### src/rtl/io_handshake_pkg.sv
// Shared types and helpers for the I/O handshake responder.
// Latency: n/a (types and a pure combinational decode function only).
// Backpressure: n/a.
//
// Contents:
//   state_e     - responder FSM states
//   req_e       - request kinds decoded from the core's is_input/is_output flags
//   decode_req  - flag pair -> request kind
package io_handshake_pkg;

   typedef enum logic [1:0] {
      IDLE         = 2'd0,
      WAIT_PRESS   = 2'd1,
      ACK          = 2'd2,
      WAIT_RELEASE = 2'd3
   } state_e;

   typedef enum logic [1:0] {
      REQ_NONE  = 2'd0,
      REQ_OUT   = 2'd1,
      REQ_IN    = 2'd2,
      REQ_PAUSE = 2'd3
   } req_e;

   // Both flags high is how the core encodes a PAUSE instruction.
   function automatic req_e decode_req(input logic is_input, input logic is_output);
      req_e r;
      case ({is_input, is_output})
         2'b01:   r = REQ_OUT;
         2'b10:   r = REQ_IN;
         2'b11:   r = REQ_PAUSE;
         default: r = REQ_NONE;
      endcase
      return r;
   endfunction

endpackage

### src/rtl/io_handshake_responder_button_debouncer.sv
// Button conditioning: 2-FF synchronizer, stability-counter debounce, press pulse.
// Latency: raw edge -> accepted level / press pulse after 2 + DEBOUNCE_CYCLES cycles.
// Backpressure: none; press_o is a one-cycle pulse that is lost if not consumed.
//
// Ports:
//   clock, reset  - system clock, asynchronous active-low reset (accepted = released)
//   raw_i         - raw asynchronous active-high button
//   level_o       - debounced (accepted) button level
//   press_o       - one-cycle pulse on an accepted 0->1 transition
module button_debouncer #(
   parameter int DEBOUNCE_CYCLES = 50000
) (
   input  logic clock,
   input  logic reset,
   input  logic raw_i,
   output logic level_o,
   output logic press_o
);

   localparam int CNT_W = (DEBOUNCE_CYCLES > 1) ? $clog2(DEBOUNCE_CYCLES) : 1;
   localparam logic [CNT_W-1:0] CNT_MAX = CNT_W'(DEBOUNCE_CYCLES - 1);

   logic             meta_q;
   logic             sync_q;
   logic             level_q, level_d;
   logic             press_q, press_d;
   logic [CNT_W-1:0] cnt_q, cnt_d;

   always_ff @(posedge clock or negedge reset) begin
      if (!reset) begin
         meta_q  <= 1'b0;
         sync_q  <= 1'b0;
         level_q <= 1'b0;
         press_q <= 1'b0;
         cnt_q   <= '0;
      end else begin
         meta_q  <= raw_i;
         sync_q  <= meta_q;
         level_q <= level_d;
         press_q <= press_d;
         cnt_q   <= cnt_d;
      end
   end

   // The counter only advances while the synchronized level disagrees with the
   // accepted one; any cycle of agreement (a bounce back) restarts it from zero.
   // The flip happens on the DEBOUNCE_CYCLES-th consecutive mismatching cycle.
   always_comb begin
      level_d = level_q;
      press_d = 1'b0;
      cnt_d   = '0;
      if (sync_q != level_q) begin
         if (cnt_q == CNT_MAX) begin
            level_d = sync_q;
            press_d = sync_q;
         end else begin
            cnt_d = cnt_q + CNT_W'(1);
         end
      end
   end

   assign level_o = level_q;
   assign press_o = press_q;

endmodule

### src/rtl/io_handshake_responder.sv
// Peripheral side of the core's I/O handshake: decodes OUT/IN/PAUSE requests and acknowledges on a fresh button press.
// Latency: press pulse -> ACK next cycle; raw button edge -> pulse = 2 + DEBOUNCE_CYCLES + 1 cycles.
// Backpressure: core stalls until confirmation/continue_button; a held button cannot acknowledge twice.
//
// Ports:
//   clock, reset                 - system clock, asynchronous active-low reset
//   is_input, is_output          - core request flags (both high = PAUSE)
//   data_out                     - value latched into display_value on an OUT request
//   switches                     - board switches, captured zero-extended into data_in on IN acknowledge
//   raw_confirm_button           - raw button acknowledging OUT/IN
//   raw_continue_button          - raw button acknowledging PAUSE
//   confirmation/continue_button - one-cycle acknowledge pulses (mutually exclusive)
//   data_in, display_value       - captured input word / latched display word
//   waiting                      - request pending, waiting for the button
module io_handshake_responder
   import io_handshake_pkg::*;
#(
   parameter int DATA_WIDTH      = 32,
   parameter int SWITCH_WIDTH    = 16,
   parameter int DEBOUNCE_CYCLES = 50000
) (
   input  logic                    clock,
   input  logic                    reset,
   input  logic                    is_input,
   input  logic                    is_output,
   input  logic [DATA_WIDTH-1:0]   data_out,
   input  logic [SWITCH_WIDTH-1:0] switches,
   input  logic                    raw_confirm_button,
   input  logic                    raw_continue_button,
   output logic                    confirmation,
   output logic                    continue_button,
   output logic [DATA_WIDTH-1:0]   data_in,
   output logic [DATA_WIDTH-1:0]   display_value,
   output logic                    waiting
);

   state_e                  state_q, state_d;
   req_e                    req_q, req_d;
   req_e                    req_now;
   logic [DATA_WIDTH-1:0]   display_q, display_d;
   logic [DATA_WIDTH-1:0]   data_in_q, data_in_d;

   logic                    conf_level, conf_press;
   logic                    cont_level, cont_press;
   logic                    sel_press;
   logic                    sel_level;

   button_debouncer #(
      .DEBOUNCE_CYCLES (DEBOUNCE_CYCLES)
   ) u_confirm_db (
      .clock   (clock),
      .reset   (reset),
      .raw_i   (raw_confirm_button),
      .level_o (conf_level),
      .press_o (conf_press)
   );

   button_debouncer #(
      .DEBOUNCE_CYCLES (DEBOUNCE_CYCLES)
   ) u_continue_db (
      .clock   (clock),
      .reset   (reset),
      .raw_i   (raw_continue_button),
      .level_o (cont_level),
      .press_o (cont_press)
   );

   assign req_now = decode_req(is_input, is_output);

   // PAUSE is answered by the continue button; OUT and IN by the confirm button.
   // The other button is simply not looked at.
   assign sel_press = (req_q == REQ_PAUSE) ? cont_press : conf_press;
   assign sel_level = (req_q == REQ_PAUSE) ? cont_level : conf_level;

   always_ff @(posedge clock or negedge reset) begin
      if (!reset) begin
         state_q   <= IDLE;
         req_q     <= REQ_NONE;
         display_q <= '0;
         data_in_q <= '0;
      end else begin
         state_q   <= state_d;
         req_q     <= req_d;
         display_q <= display_d;
         data_in_q <= data_in_d;
      end
   end

   always_comb begin
      state_d         = state_q;
      req_d           = req_q;
      display_d       = display_q;
      data_in_d       = data_in_q;
      confirmation    = 1'b0;
      continue_button = 1'b0;
      waiting         = 1'b0;

      case (state_q)
         IDLE: begin
            if (req_now != REQ_NONE) begin
               state_d = WAIT_PRESS;
               req_d   = req_now;
               if (req_now == REQ_OUT) begin
                  display_d = data_out;
               end
            end
         end

         WAIT_PRESS: begin
            waiting = 1'b1;
            if (req_now == REQ_NONE) begin
               state_d = IDLE;
            end else if (req_now != req_q) begin
               // Restart with the new kind; a press pulse landing in this same
               // cycle belongs to the old request and is dropped.
               req_d = req_now;
               if (req_now == REQ_OUT) begin
                  display_d = data_out;
               end
            end else if (sel_press) begin
               state_d = ACK;
               // Captured on entry so data_in is already valid while the
               // confirmation pulse is high.
               if (req_q == REQ_IN) begin
                  data_in_d = DATA_WIDTH'(switches);
               end
            end
         end

         ACK: begin
            if (req_q == REQ_PAUSE) begin
               continue_button = 1'b1;
            end else begin
               confirmation = 1'b1;
            end
            state_d = WAIT_RELEASE;
         end

         WAIT_RELEASE: begin
            // Holding the button must not acknowledge the next I/O instruction.
            if (!sel_level) begin
               state_d = IDLE;
            end
         end

         default: begin
            state_d = IDLE;
         end
      endcase
   end

   assign data_in       = data_in_q;
   assign display_value = display_q;

endmodule

### config.mk
export PLATFORM = sky130hd
export DESIGN_NAME = io_handshake_responder
export DESIGN_NICKNAME = d
export VERILOG_FILES = /design/src/rtl/io_handshake_pkg.sv /design/src/rtl/io_handshake_responder_button_debouncer.sv /design/src/rtl/io_handshake_responder.sv
export SDC_FILE = /design/constraint.sdc
export NUM_CORES = 1
export LEC_CHECK = 0
export CORE_MARGIN = 8
export CORE_UTILIZATION = 55
export DETAILED_ROUTE_END_ITERATION = 8
export DONT_BUFFER_PORTS = 1
export PLACE_DENSITY = 0.69
export SYNTH_ARGS = -nofsm -noshare
export SYNTH_HDL_FRONTEND = slang
export SYNTH_SLANG_ARGS = --single-unit
### constraint.sdc
create_clock -name clock -period 2.2 [get_ports clock]
set_input_delay 0.44 -clock clock [delete_from_list [all_inputs] [get_ports clock]]
set_output_delay 0.44 -clock clock [all_outputs]
set_load 0.1 [all_outputs]
==> results.sh <==
export IMPL_use_met3_pct=6.19
export IMPL_fillers=583
export IMPL_post_cts_buffers=0
export IMPL_wire_per_inst_um=17.5
export IMPL_max_freq_mhz=517
export IMPL_use_met1_pct=19.4
export IMPL_setup_slack_ns=0.265
export IMPL_syn_area_per_cell_um2=12.4
export IMPL_die_h_um=102
export IMPL_status="complete, but fails checks"
export IMPL_grt_max_degree=93
export IMPL_rsz0062_at_grt="false"
export IMPL_slew_violations=0
export IMPL_cts_resized_gates=0
export IMPL_core_area_um2=7180
export IMPL_gr_usage_all_layers_pct=14.9
export IMPL_syn_inst=325
export IMPL_numCtsBuffers=9
export IMPL_worstPathMaxFanout=16
export IMPL_drive_gt1_share_pct=23.8
export IMPL_post_place_ws_ns=0.294
export IMPL_first_iter_violations=108
export IMPL_synth_top_area_cell="dfrtp_1"
export IMPL_initial_core_util_pct=56.2
export IMPL_grt_pass1_wl_um=12100
export IMPL_die_area_um2=10300
export IMPL_yosysTopAreaCellShare_pct=57.1
export IMPL_worstMarginPinSlew_ns=0.923
export IMPL_drtPass1Iterations=4
export IMPL_slew_headroom_pct=38.5
export IMPL_die_width_um=102
export IMPL_cp_cell_sequence="and3_1 -> o21ai_1 -> or4_1 -> buf_4 -> mux2_4"
export IMPL_drc=0
export IMPL_crit_arrival_ns=2.17
export IMPL_antenna_cells=0
export IMPL_worst_path_buf_inv=1
export IMPL_startpoint_type="flip-flop"
export IMPL_ys_ff_latch=92
export IMPL_fin_crit_ns=1.93
export IMPL_hold_viol=92
export IMPL_wl_um=7680
export IMPL_hp_class="input pin to asynchronous set/reset pin"
export IMPL_final_setup_viol_count=0
export IMPL_ant_nets=0
export IMPL_synthToLayoutAreaGrowth_pct=6.95
export IMPL_ir_drop_mv=0.636
export IMPL_grt_antenna_before_repair=0
export IMPL_gr_total_overflow=0
export IMPL_power_density_nw_per_um2=947
export IMPL_critPathTopFamily="simple AND/OR/NAND/NOR gates"
export IMPL_clock_skew_ns=0.00979
export IMPL_finalHoldWorstSlack_ns=-0.232
export IMPL_violations="negative hold slack"
export IMPL_final_nets=391
export IMPL_syn_cell_area_um2=4030
export IMPL_grt_util_met2_pct=21.2
export IMPL_root_buffer="clkbuf_8"
export IMPL_crit_type="flip-flop to flip-flop"
export IMPL_numClockSinks=92
export IMPL_ios=121
export IMPL_finalPower_mw=4.08
export IMPL_grt_pass1_vias=2421
export IMPL_tns_ns=0
export IMPL_clk_path_buf_depth=2
export IMPL_drv_cap=0
export IMPL_vias=2367
export IMPL_critPathSlowestCell="dfrtp_1"
export IMPL_hpwl_um=5650
export IMPL_endpoint_kind="flip-flop"
export IMPL_yosys_warnings=0
export IMPL_busiest_layer="met2"
export IMPL_crit_path_max_incr_delay_ns=0.50
export IMPL_avgViaCountPerCell=5.39
export IMPL_globalplace_congestion=0.822
export IMPL_htreeDepth=3
export IMPL_synth_area_top_cells="dfrtp_1 (57%), mux2_2 (11%), xnor2_1 (5.2%)"
export IMPL_cts_tree="built"
export IMPL_port_buffer_count=0
export IMPL_fin_crit_sh_pct=87.9
export IMPL_clkTransAtPathRegs_ns=0.10
export IMPL_cp_required_ns=2.44
export IMPL_final_util_pct=60.1
export IMPL_clk_latency_ns=0.36
export IMPL_ys_seq_area_share_pct=57.1
export IMPL_p_leak_nw=1.93
export IMPL_rows=31
export IMPL_synth_cell_types=39
==> metrics by stage <==
step	area [um^2]	instances
6_report	4310	439
5_1_grt	4310	439
4_1_cts	4310	439
3_5_place_dp	4120	423
3_3_place_gp	4120	423
2_1_floorplan	4100	340
==> kinds of logic after synthesis <==
logic type	count (synthesis)	synth area share, %
XOR/XNOR	31	6.73
AND/OR/NAND/NOR	109	13.7
flip-flops	92	57.1
buffers and inverters	30	5.00
adder cells (fa/ha/maj)	2	0.621
other	1	0.0930
multiplexers	51	15.2
AO/OA/AOI/OAI	9	1.61
==> Yosys cell counts <==
master     count
dfrtp_1       92
mux2_2        41
nor2_1        37
xnor2_1       24
nand2_1       18
buf_4         17
nand4_1       11
mux2_4        10
nor4_1         9
nand3_1        8
nor3_1         8
xor2_1         7
inv_1          6
and3_1         4
clkbuf_1       4
a21oi_1        2
ha_1           2
nor3b_1        2
o21ai_1        2
or4_1          2
and4_1         1
and4b_1        1
buf_12         1
buf_2          1
buf_6          1
conb_1         1
nand2b_1       1
nand3b_1       1
nor2b_1        1
nor3b_2        1
nor4b_1        1
nor4bb_1       1
o2111ai_1      1
o211ai_1       1
o21ai_0        1
o21bai_1       1
o41ai_2        1
or2b_1         1
or3_1          1
==> path summary, 6_finish.rpt <==
kind	startpoint	end	slack, ns	depth (start not counted)
max in group asynchronous	reset	u_continue_db.cnt_q[9]	2.32	0
max	req_q[0]	data_in[15]	0.27	5
min in group clock	raw_continue_button	u_continue_db.meta_q	0.10	0
min	reset	display_value[29]	-0.23	0
min reg2reg	u_confirm_db.meta_q	u_confirm_db.sync_q	0.35	0
max reg2reg	req_q[0]	data_in[15]	0.27	5
==> state kept, by name (all words and copies together) (netlist names), 2 cells and up, named ones only <==
name                 cells
u_confirm_db.cnt_q      16
display_value           32
data_in                 16
req_q                    2
u_continue_db.cnt_q     16
==> report_power, final <==
part	total (mW)	switching (mW)	internal, mW
clock network	1.08	0.615	0.465
registers	2.70	0.910	1.79
logic	0.300	0.187	0.113
total	4.08	1.71	2.37
==> layer usage <==
metal | part of all wire [%] | vias up
met5 | 0 | -
met4 | 1.7 | 0
met3 | 11 | 9
met2 | 45 | 87
met1 | 43 | 1160
li1 | - | 1111
==> final cells by class <==
cell class                 instances  area [um^2]  area share [%]
clock inverter                     6         56.3            1.31
timing repair buffer               8         72.6            1.68
inverter                           6         22.5           0.522
sequential                        92         2300            53.4
clock buffer                      10          138            3.19
tap                               99          124            2.87
multi-input combinational        218         1600            37.0
==> placed cells by master, fill, tap and decap left out, types with 2 or more instances in the layout <==
cell type | Yosys | final
xnor2_1 | 24 | 24
nand2_1 | 18 | 18
clkinv_4 | 0 | 2
nor4_1 | 9 | 9
dfrtp_1 | 92 | 92
mux2_2 | 41 | 41
inv_8 | 0 | 2
xor2_1 | 7 | 7
nand4_1 | 11 | 11
mux2_4 | 10 | 10
clkbuf_8 | 0 | 10
nor3b_1 | 2 | 2
or4_1 | 2 | 2
nor3_1 | 8 | 8
ha_1 | 2 | 2
conb_1 | 1 | 16
nand3_1 | 8 | 8
and3_1 | 4 | 4
nor2_1 | 37 | 36
buf_4 | 17 | 7
inv_1 | 6 | 6
Power figures use the tool's default switching activity.
